### src/rtl/seven_seg_mux.sv
// Multiplexed common-anode seven-segment driver with per-digit dp/blank, leading-zero
// suppression, guard cycles and frame-synchronous capture. Optional PWM dimming: SEVEN_SEG_MUX_DIM_EN.
module seven_seg_mux #(
  parameter int unsigned DIGITS      = 4,
  parameter int unsigned REFRESH_DIV = 65536,
  parameter int unsigned GUARD       = 4
) (
  input  logic                  clk,
  input  logic                  rst,
  input  logic [4*DIGITS-1:0]   msg,
  input  logic [DIGITS-1:0]     dp_in,
  input  logic [DIGITS-1:0]     blank,
  input  logic                  lz_en,
  input  logic [3:0]            bright,
  output logic [DIGITS-1:0]     an,
  output logic [6:0]            seg,
  output logic                  dp,
  output logic                  frame
);

  localparam int unsigned CW = (REFRESH_DIV > 1) ? $clog2(REFRESH_DIV) : 1;
  localparam int unsigned DW = (DIGITS > 1) ? $clog2(DIGITS) : 1;
  localparam logic [CW-1:0] CNT_LAST  = CW'(REFRESH_DIV - 1);
  localparam logic [CW-1:0] CNT_GUARD = CW'(GUARD);
  localparam logic [DW-1:0] DIG_LAST  = DW'(DIGITS - 1);

  logic [CW-1:0]       cnt;
  logic [DW-1:0]       dig;
  logic [4*DIGITS-1:0] msg_q;
  logic [DIGITS-1:0]   dp_q;
  logic [DIGITS-1:0]   blank_q;
  logic                snap_d;

  logic                slot_end;
  logic                frame_wrap;
  logic                gate;

  logic [3:0]          nib;
  logic                dp_sel;
  logic                blank_sel;
  logic                supp_sel;
  logic [DIGITS-1:0]   supp;
  logic                zero_above;
  logic                lit;
  logic [DIGITS-1:0]   an_next;

  assign slot_end   = (cnt == CNT_LAST);
  assign frame_wrap = slot_end && (dig == DIG_LAST);

  always_ff @(posedge clk or posedge rst) begin
    if (rst) begin
      cnt     <= '0;
      dig     <= '0;
      msg_q   <= '0;
      dp_q    <= '0;
      blank_q <= '0;
      snap_d  <= 1'b0;
    end else begin
      cnt    <= slot_end ? '0 : cnt + 1'b1;
      snap_d <= frame_wrap;
      if (slot_end) begin
        dig <= (dig == DIG_LAST) ? '0 : dig + 1'b1;
      end
      if (frame_wrap) begin
        msg_q   <= msg;
        dp_q    <= dp_in;
        blank_q <= blank;
      end
    end
  end

`ifdef SEVEN_SEG_MUX_DIM_EN
  logic [3:0] pwm;

  always_ff @(posedge clk or posedge rst) begin
    if (rst) begin
      pwm <= '0;
    end else begin
      pwm <= pwm + 4'd1;
    end
  end

  assign gate = (pwm < bright);
`else
  logic bright_unused;

  assign bright_unused = ^bright;
  assign gate          = 1'b1;
`endif

  function automatic logic [6:0] hex_to_seg(input logic [3:0] h);
    logic [6:0] s;
    case (h)
      4'h0:    s = 7'b1000000;
      4'h1:    s = 7'b1111001;
      4'h2:    s = 7'b0100100;
      4'h3:    s = 7'b0110000;
      4'h4:    s = 7'b0011001;
      4'h5:    s = 7'b0010010;
      4'h6:    s = 7'b0000010;
      4'h7:    s = 7'b1111000;
      4'h8:    s = 7'b0000000;
      4'h9:    s = 7'b0010000;
      4'hA:    s = 7'b0001000;
      4'hB:    s = 7'b0000011;
      4'hC:    s = 7'b1000110;
      4'hD:    s = 7'b0100001;
      4'hE:    s = 7'b0000110;
      default: s = 7'b0001110;
    endcase
    return s;
  endfunction

  // Digit i is suppressed only while every nibble from i up to the top is zero.
  always_comb begin
    zero_above = 1'b1;
    supp       = '0;
    for (int unsigned i = DIGITS - 1; i >= 1; i--) begin
      zero_above = zero_above && (msg_q[4*i +: 4] == 4'h0);
      supp[i]    = lz_en && zero_above;
    end
  end

  always_comb begin
    nib       = '0;
    dp_sel    = 1'b0;
    blank_sel = 1'b0;
    supp_sel  = 1'b0;
    for (int unsigned i = 0; i < DIGITS; i++) begin
      if (dig == DW'(i)) begin
        nib       = msg_q[4*i +: 4];
        dp_sel    = dp_q[i];
        blank_sel = blank_q[i];
        supp_sel  = supp[i];
      end
    end
  end

  // A requested decimal point keeps an otherwise suppressed digit lit.
  assign lit = (cnt >= CNT_GUARD) && !blank_sel && (!supp_sel || dp_sel) && gate;

  always_comb begin
    an_next = '1;
    for (int unsigned i = 0; i < DIGITS; i++) begin
      if (lit && (dig == DW'(i))) begin
        an_next[i] = 1'b0;
      end
    end
  end

  always_ff @(posedge clk or posedge rst) begin
    if (rst) begin
      an    <= '1;
      seg   <= '1;
      dp    <= 1'b1;
      frame <= 1'b0;
    end else begin
      an    <= an_next;
      seg   <= hex_to_seg(nib);
      dp    <= ~dp_sel;
      frame <= snap_d;
    end
  end

endmodule

### config.mk
export PLATFORM = sky130hd
export DESIGN_NAME = seven_seg_mux
export DESIGN_NICKNAME = d
export VERILOG_FILES = /design/src/rtl/seven_seg_mux.sv
export SDC_FILE = /design/constraint.sdc
export NUM_CORES = 1
export LEC_CHECK = 0
export CAP_MARGIN = 5
export CORE_ASPECT_RATIO = 0.6
export CORE_MARGIN = 8
export CORE_UTILIZATION = 57
export DETAILED_ROUTE_END_ITERATION = 8
export PLACE_DENSITY = 0.84
export SLEW_MARGIN = 15
export SYNTH_ARGS = -nofsm -noshare
export SYNTH_HDL_FRONTEND = slang
export SYNTH_SLANG_ARGS = --single-unit
export TNS_END_PERCENT = 1
### constraint.sdc
create_clock -name clk -period 6.4 [get_ports clk]
set_clock_uncertainty 0.05 [all_clocks]
set_input_delay 0.64 -clock clk [delete_from_list [all_inputs] [get_ports clk]]
set_output_delay 0.64 -clock clk [all_outputs]
set_load 0.01 [all_outputs]
==> results of run 1 <==
## power by group through the flow
stage	combinational, mW	clock, mW	sequential, mW
5_1_grt	0.0262	0.219	0.354
3_5_place_dp	0.0242	0	0.361
2_1_floorplan	0.00535	0	0.361
3_3_place_gp	0.0239	0	0.361
4_1_cts	0.0242	0.203	0.354
6_report	0.0237	0.200	0.354
## synthesized netlist by cell type
| master | number | area, um^2 |
|---|---|---|
| o221ai_1 | 1 | 8.76 |
| inv_1 | 13 | 48.8 |
| dfstp_2 | 12 | 315 |
| o21ai_0 | 14 | 70.1 |
| nand4_1 | 3 | 18.8 |
| nor3_4 | 1 | 16.3 |
| mux2_2 | 8 | 90.1 |
| a21oi_1 | 5 | 25.0 |
| ha_1 | 12 | 150 |
| mux2_4 | 10 | 150 |
| nor3b_1 | 1 | 7.51 |
| clkbuf_1 | 3 | 11.3 |
| nor2_1 | 14 | 52.6 |
| o21a_1 | 1 | 7.51 |
| buf_12 | 1 | 20.0 |
| xor2_1 | 8 | 70.1 |
| mux2_1 | 2 | 22.5 |
| xnor2_1 | 6 | 52.6 |
| nor3_1 | 2 | 10.0 |
| a22oi_1 | 1 | 7.51 |
| nand4_2 | 1 | 12.5 |
| and3_1 | 2 | 12.5 |
| nand2_1 | 22 | 82.6 |
| a22o_1 | 3 | 26.3 |
| nor4_1 | 7 | 43.8 |
| a21boi_0 | 1 | 7.51 |
| o2111ai_1 | 2 | 17.5 |
| mux2i_1 | 3 | 30.0 |
| o211ai_1 | 4 | 30.0 |
| buf_6 | 2 | 22.5 |
| nand3_1 | 14 | 70.1 |
| o22a_1 | 1 | 8.76 |
| nor2_2 | 1 | 6.26 |
| nand2b_1 | 3 | 18.8 |
| a221o_1 | 1 | 10.0 |
| buf_2 | 3 | 15.0 |
| and2_1 | 3 | 18.8 |
| a31o_2 | 1 | 8.76 |
| o211a_1 | 1 | 10.0 |
| a211o_1 | 1 | 8.76 |
| and4_1 | 3 | 26.3 |
| dfrtp_1 | 44 | 1100 |
## metal layers
metal / vias up / share of wire, % / GRT usage [%]
li1: 920 / - / -
met1: 940 / 51 / 22.6
met2: 57 / 41 / 22.8
met3: 8 / 7.0 / 4.92
met4: 0 / 1.5 / 6.67
met5: - / 0 / 0
## stage by stage
| step | instances | hold WS, ps | instance area, um^2 | setup slack, ps |
|---|---|---|---|---|
| 6_report | 344 | 313 | 3250 | 3790 |
| 3_3_place_gp | 336 | 283 | 3160 | 3990 |
| 3_5_place_dp | 336 | 300 | 3160 | 3860 |
| 5_1_grt | 344 | 326 | 3250 | 3620 |
| 2_1_floorplan | 241 | 281 | 2740 | 4200 |
| 4_1_cts | 344 | 320 | 3250 | 3840 |
## state kept, by name, summed over array words and instances (netlist names)
signal and cells:
dp_q 4, msg_q 16, snap_d 1, dig 2
cnt 16, frame 1, blank_q 4, seg 7
an 4, dp 1
## final cells by class
cell class              count  area, um^2  area share, %
well taps                  63        78.8           2.43
multi-input cells         163        1210           37.2
clock buffers               8        90.1           2.77
flip-flops and latches     56        1420           43.6
inverters                  13        48.8           1.50
repair buffers             41         405           12.5
## critical path: stages, from the launching register on
cell      delay (ps)
dfrtp_1          420
inv_1            120
ha_1             410
nand2b_1         150
o221ai_1         880
xnor2_1          170
a211o_1          330
## how the worst max path moves through the flow
stage | to | depth (start not counted)
3_3_place_gp | seg[0] | 6
2_1_floorplan | seg[0] | 9
5_1_grt | seg[0] | 6
3_5_place_dp | seg[0] | 6
4_1_cts | seg[0] | 6
6_report | seg[0] | 6
## cell families (layout without fill, tap and decap cells)
| group | Yosys count | count (layout) | share of synthesized area (%) |
|---|---|---|---|
| mux | 23 | 23 | 10.7 |
| compound gates | 37 | 37 | 8.99 |
| buf+inv | 22 | 62 | 4.29 |
| simple gates | 77 | 77 | 14.5 |
| xor+xnor | 14 | 14 | 4.47 |
| fa+ha+maj | 12 | 12 | 5.47 |
| flops | 56 | 56 | 51.6 |
==> reports/results.tsv, run 1 <==
metric	value	unit
outcome	complete, no violations	
ctsResizeCount	0	
syn_inst	241	
setup_viol	0	
fin_tns_setup	0	ps
final_util	70.4	%
wl_per_cell	16.7	um
max_freq	0.384	GHz
ir_drop	105	uV
firstDrtPassIters	4	
p_clk_share	34.6	%
maxCapViolCount	0	
post-dp-hpwl	4130	um
cts_buffers	5	
portBuffers	39	
crit_type	register to register	
drive_above_1_share	15.3	%
postRouteWirelength	5740	um
clkSinkCount	56	
r2r_end	seg[0]	
net-switching-power	0.120	mW
cts_tree	yes	
required	6600	ps
p_comb_share	4.1	%
ys_seq_area_share	51.6	%
io_pins	44	
swShare	20.8	%
start_util	59.5	%
die_area	0.00736	mm^2
powerDensity	178	mW/mm^2
hp-class	register to register	
grt_overflow	0	
slew_violations	0	
cts_setup_buffers	0	
antenna_cells	0	
htreeDepth	2	
tightest_slew	1100	ps
seqPwrFrac	61.3	%
synth_fp_nets	284	
first_global_vias	1976	
final_common_cell	dfrtp_1	
cp-start-kind	register	
crit_fanout	13	
synth_warnings	0	
hold_path_end	frame	
vias	1925	
ys_types	42	
p_int	0.457	mW
cts_buffer_depth	2	
layout_common_cells	dfrtp_1, clkdlybuf4s50_1, nand2_1	
ys_ff_latch	56	
cts_root_buffer	clkbuf_8	
hold_viol_final	0	
reg2regPathDepth	6	
r2r-start	dig[0]	
arrival	2800	ps
vias_per_cell	5.60	
hold-path-cell-count	0	
gp_congestion	0.804	
p_total	0.577	mW
grt_start_max_net_pins	57	
drt_iter0_drc	116	
endpoint_kind	register	
core_area	0.00461	mm^2
antenna_found_initial	0	
startpoint	dig[0]	
syn_area	0.00274	mm^2
n_fill_cell	332	
syn_avg_cell_area	11.4	um^2
fin_crit_sh	40.7	%
rows	19	
timing.final.crit_period	2610	ps
die_w	106	um
grt_pass1_wl	9630	um
track_usage	16.3	%
rrSetupSlack	3790	ps
path_clk_slew	90	ps
min_from	snap_d	
clk_latency	310	ps
drc	0	
num-nets-final	323	
leakage	1.48	nW
ant_nets	0	
cts_hold_buf	0	
area_growth	18.4	%
die_h	69.7	um
grt_setup_unrepaired	false	
relSlewSlack	26.9	%
No activity file was read; power rests on OpenSTA's default activity.
==> inputs of run 2 (changes only) <==
Settings changed: CORE_UTILIZATION 57 to 53, PLACE_DENSITY 0.84 to 0.79.
Clock period 6.4 ns to 2.4 ns, I/O delays scaled along.
==> run 2 against run 1 <==
Against the previous run: global-route usage decreased by 0.26 points; die area is 6.1% higher; maximum frequency increased by 18%; sequential share of layout area is 1.8 points lower; via count rose by 1.3%; wire length rose by 1.3%; final area rose by 4.4%; count of clock-buffer cells in the layout down 2; sequential power grew to 2.7 times the previous value; worst hold slack lost 59 ps.
==> reports/results.tsv, run 2 (synthesized netlist as in run 1, its figures left out) <==
metric	value	unit	change
crit_type	register to register		unchanged
fin_crit_sh	92.1	%	was 40.7%
grt_setup_unrepaired	false		unchanged
postRouteWirelength	5820	um	was 5740 um
setup_slack	189	ps	was 3790 ps
leakage	1.54	nW	was 1.48 nW
outcome	complete, no violations		unchanged
grt_start_max_net_pins	57		unchanged
slew_violations	0		unchanged
crit_fanout	5		was 13
dp_slack	142	ps	was 3860 ps
final_common_cell	dfrtp_1		unchanged
arrival	2410	ps	was 2800 ps
rrSetupSlack	190	ps	was 3790 ps
cts_buffers	5		unchanged
cts_buffer_depth	2		unchanged
p_total	1.61	mW	was 0.577 mW
powerDensity	476	mW/mm^2	was 178 mW/mm^2
crit_path_max_incr_delay	410	ps	was 880 ps
required	2600	ps	was 6600 ps
gp_congestion	0.848		was 0.804
critPathSlowestCell	dfrtp_1		was o221ai_1
drc	0		unchanged
core_area	0.00503	mm^2	was 0.00461 mm^2
reg_top3	cnt x16, msg_q x16, seg x7		unchanged
highest_layer	met4		unchanged
r2r_end	seg[3]		was seg[0]
track_usage	16.0	%	was 16.3%
hold_viol_final	0		unchanged
grt_pass1_wl	9960	um	was 9630 um
path_common_cell	inv_1		
worst-path-stages	10		was 6
path_buf_inv	2		was 1
rows	20		was 19
wl_met2	2440	um	was 2340 um
portBuffers	39		unchanged
grt_overflow	0		unchanged
ant_nets	0		unchanged
wl_met3	416	um	was 401 um
crit_chain	inv_1 > ha_4 > nand2_1 > o211a_1 > a221o_1 > inv_1 > ha_1 > nand3_1 > a21boi_0 > mux2i_1		was inv_1 > ha_1 > nand2b_1 > o221ai_1 > xnor2_1 > a211o_1
cts_root_buffer	clkbuf_8		unchanged
firstDrtPassIters	4		unchanged
regArea	0.00142	mm^2	unchanged
tightest_slew	596	ps	was 1100 ps
cpLargestDelayFamily	compound AO/OA/AOI/OAI gates		unchanged
max_freq	0.452	GHz	was 0.384 GHz
endpoint_kind	register		unchanged
setup_viol	0		unchanged
r2r-start	dig[0]		unchanged
start_util	54.5	%	was 59.5%
layout_common_cells	dfrtp_1, clkdlybuf4s50_1, nand2_1		unchanged
maxCapViolCount	0		unchanged
path_clk_slew	100	ps	was 90 ps
vias_per_cell	5.48		was 5.60
ir_drop	332	uV	was 105 uV
first_global_vias	1970		was 1,976
reg2regPathDepth	10		was 6
drt_iter0_drc	132		was 116
die_area	0.00781	mm^2	was 0.00736 mm^2
drive_above_1_share	20.3	%	was 15.3%
num-nets-final	332		was 323
fin_tns_setup	0	ps	unchanged
area_growth	23.7	%	was 18.4%
die_w	109	um	was 106 um
htreeDepth	2		unchanged
hp-class	input pin to async pin		was register to register
cp-start-kind	register		unchanged
multiInputGateArea	0.00124	mm^2	was 0.00121 mm^2
antenna_found_initial	0		unchanged
post-dp-hpwl	4240	um	was 4130 um
n_fill_cell	365		was 332
clkSinkCount	56		unchanged
met1_length	2930	um	was 2910 um
dp_cells	346		was 336
vias	1950		was 1,925
cts_tree	yes		unchanged
antenna_cells	0		unchanged
io_pins	44		unchanged
clk_latency	310	ps	about the same
wl_per_cell	16.3	um	was 16.7 um
die_h	71.7	um	was 69.7 um
final_cells	356		was 344
cts_hold_buf	0		unchanged
relSlewSlack	59.9	%	was 26.9%
timing.final.crit_period	2210	ps	was 2610 ps
[run 2: changes by cell type in the layout (fill, tap and decap cells not counted), sizes merged]
cell,change
buf,+9
clkbuf,-2
clkinv,+1
bufinv,+1
[run 2: how the worst max path moves through the flow]
stage                 from  endpoint  slack [ps]
global route        dig[0]    seg[3]          20
floorplan           dig[1]    seg[0]         200
detailed placement  dig[1]    seg[3]         140
finish              dig[0]    seg[3]         190
CTS                 dig[1]    seg[3]          90
global placement    dig[0]    seg[0]         190
[run 2: timing repair]
item | 4_1_cts | 5_1_grt
gates resized for setup | 0 | 8
hold endpoints to repair | 0 | 0
endpoints found under the setup margin | 0 | 6
setup buffers | 0 | 2
[run 2: power breakdown]
part	leakage, nW	switching, mW	internal (mW)
clock network	0.0552	0.293	0.310
logic	0.779	0.0256	0.0409
registers	0.704	0	0.944
[run 2: per-layer routing]
metal  vias up  global-route usage [%]
met1       953                    23.5
met5         -                       0
li1        939                       -
met4         0                    3.17
met3         5                    4.30
met2        53                    22.8
[run 2: layout make-up]
| cell class | count | share of cell area, % |
|---|---|---|
| inverters | 13 | 1.44 |
| clock buffers | 6 | 2.14 |
| well taps | 66 | 2.43 |
| flip-flops and latches | 56 | 41.8 |
| clock inverters | 2 | 1.03 |
| repair buffers | 50 | 14.7 |
| multi-input cells | 163 | 36.5 |
[run 2: worst min-delay path: stages]
cell and delay (ps):
clkdlybuf4s50_1 420, inv_2 70, buf_12 260
[run 2: metrics by stage]
step	hold WS, ps	cell area [um^2]	utilization, %
CTS	268	3350	66.5
global route	295	3390	67.4
global placement	282	3240	64.4
finish	254	3390	67.4
detailed placement	286	3240	64.4
floorplan	281	2740	-
==> inputs of run 3 (changes only) <==
Settings changed: CORE_UTILIZATION 53 to 25, PLACE_DENSITY 0.79 to default.
==> run 3 against run 2 <==
Against the previous run: maximum frequency decreased by 0.68%; wire length increased by 8.2%; final area increased by 3.4%; largest power group unchanged; via count increased by 0.26%; global-route usage decreased by 6.9 points; worst hold slack improved by 19 ps.
==> reports/results.tsv, run 3 (synthesized netlist as in run 1, its figures left out) <==
metric	value	unit	change
seqPwrFrac	55.0	%	was 58.5%
required	2570	ps	was 2600 ps
drc	0		unchanged
leakage	1.56	nW	was 1.54 nW
clk_latency	290	ps	was 310 ps
relSlewSlack	64.7	%	was 59.9%
grt_pass1_wl	10600	um	was 9960 um
crit_fanout	6		was 5
fin_tns_setup	0	ps	unchanged
num-nets-final	333		was 332
drt_iter0_drc	135		was 132
first_global_vias	1934		was 1,970
endpoint_kind	register		unchanged
cts_buffers	5		unchanged
hp-class	input pin to async pin		unchanged
clkSinkCount	56		unchanged
wl_per_cell	14.6	um	was 16.3 um
cts_buffer_depth	2		unchanged
firstDrtPassIters	4		unchanged
reg2regPathDepth	10		unchanged
setup_viol	0		unchanged
die_w	151	um	was 109 um
p_clk_share	41.0	%	was 37.4%
antenna_cells	0		unchanged
grt_setup_unrepaired	false		unchanged
postRouteWirelength	6300	um	was 5820 um
dp_slack	189	ps	was 142 ps
maxCapViolCount	0		unchanged
post-dp-hpwl	4770	um	was 4240 um
final_common_cell	dfrtp_1		unchanged
max_freq	0.449	GHz	was 0.452 GHz
p_comb_share	3.9	%	was 4.1%
fin_crit_sh	92.8	%	was 92.1%
cp-start-kind	register		unchanged
cts_root_buffer	clkbuf_16		was clkbuf_8
gp_congestion	0.815		was 0.848
hold_viol_final	0		unchanged
vias_per_cell	4.55		was 5.48
antenna_found_initial	0		unchanged
outcome	complete, no violations		unchanged
path_clk_slew	70	ps	was 100 ps
path_common_cell	inv_1		unchanged
core_area	0.0106	mm^2	was 0.00503 mm^2
powerDensity	489	mW/mm^2	was 476 mW/mm^2
slew_violations	0		unchanged
ant_nets	0		unchanged
die_h	97.1	um	was 71.7 um
ir_drop	272	uV	was 332 uV
r2r-start	dig[0]		unchanged
p_int	1.37	mW	was 1.29 mW
net-switching-power	0.345	mW	was 0.319 mW
cts_tree	yes		unchanged
arrival	2400	ps	was 2410 ps
area_growth	27.9	%	was 23.7%
grt_start_max_net_pins	57		unchanged
layout_common_cells	dfrtp_1, clkdlybuf4s50_1, nand2_1		unchanged
crit_type	register to register		unchanged
crit_chain	inv_1 > ha_2 > nor2_2 > o211a_1 > a221o_1 > inv_1 > ha_1 > nand3_1 > a21boi_0 > mux2i_1		was inv_1 > ha_4 > nand2_1 > o211a_1 > a221o_1 > inv_1 > ha_1 > nand3_1 > a21boi_0 > mux2i_1
htreeDepth	2		unchanged
io_pins	44		unchanged
startpoint	dig[0]		unchanged
track_usage	9.07	%	was 16.0%
critPathSlowestCell	dfrtp_1		unchanged
swShare	20.1	%	was 19.7%
tightest_slew	524	ps	was 596 ps
vias	1955		was 1,950
reg_top3	cnt x16, msg_q x16, seg x7		unchanged
final_util	33.0	%	was 67.4%
rrSetupSlack	170	ps	was 190 ps
rows	29		was 20
die_area	0.0147	mm^2	was 0.00781 mm^2
crit_path_max_incr_delay	410	ps	about the same
portBuffers	39		unchanged
timing.final.crit_period	2230	ps	was 2210 ps
drive_above_1_share	19.2	%	was 20.3%
fin_hold_ws	273	ps	was 254 ps
start_util	25.8	%	was 54.5%
grt_overflow	0		unchanged
setup_slack	174	ps	was 189 ps
r2r_end	seg[3]		unchanged
[run 3: cell types whose count changed in the layout (fill, tap and decap cells not counted), sizes merged]
cell / previous run / this run
buf: 11 / 12
bufinv: 1 / 0
clkbuf: 6 / 7
[run 3: per-stage QoR]
stage	instances	cell area [um^2]	total power, mW
6_report	430	3510	1.72
5_1_grt	430	3510	1.79
4_1_cts	429	3480	1.74
3_5_place_dp	421	3350	1.03
3_3_place_gp	421	3350	1.03
2_1_floorplan	241	2740	0.976
[run 3: repair_timing]
item	in CTS	in global routing
buffers inserted	0	1
hold buffers	0	0
gates resized for setup	0	4
endpoints found under the setup margin	0	5
[run 3: how the worst max path moves through the flow]
| stage | end | slack, ps |
|---|---|---|
| after floorplan | seg[0] | 200 |
| after global placement | seg[3] | 220 |
| after detailed placement | seg[3] | 190 |
| after CTS | seg[3] | 150 |
| after global routing | seg[3] | 3 |
| final | seg[3] | 170 |
[run 3: final cells by class]
type / instances / area, um^2
fill: 1045 / 7120
sequential: 56 / 1420
multi-input combinational: 163 / 1230
timing repair buffer: 51 / 505
tap: 139 / 174
clock buffer: 7 / 133
inverter: 13 / 48.8
clock inverter: 1 / 5.00
[run 3: power groups by stage]
stage               clock network [mW]  registers, mW  logic [mW]
global route                     0.770          0.944      0.0747
detailed placement                   0          0.962      0.0701
global placement                     0          0.962      0.0690
floorplan                            0          0.962      0.0143
CTS                              0.728          0.944      0.0704
finish                           0.705          0.944      0.0678
[run 3: metal layers]
metal	vias to the layer above	share of wire (%)	global-route usage (%)
met2	51	37	10.8
met5	-	0	0
met4	0	1.3	2.95
met1	957	56	14.5
met3	8	5.7	2.65
li1	939	-	-
[run 3: worst max-delay path, delay by kind of cell, from the launching register on]
| kind | cells | cell delay, ps |
|---|---|---|
| muxes | 1 | 150 |
| DFF | 1 | 410 |
| adders and majority gates | 2 | 450 |
| AOI/OAI and AO/OA | 3 | 640 |
| buffers and inverters | 2 | 260 |
| and+or+nand+nor | 2 | 190 |
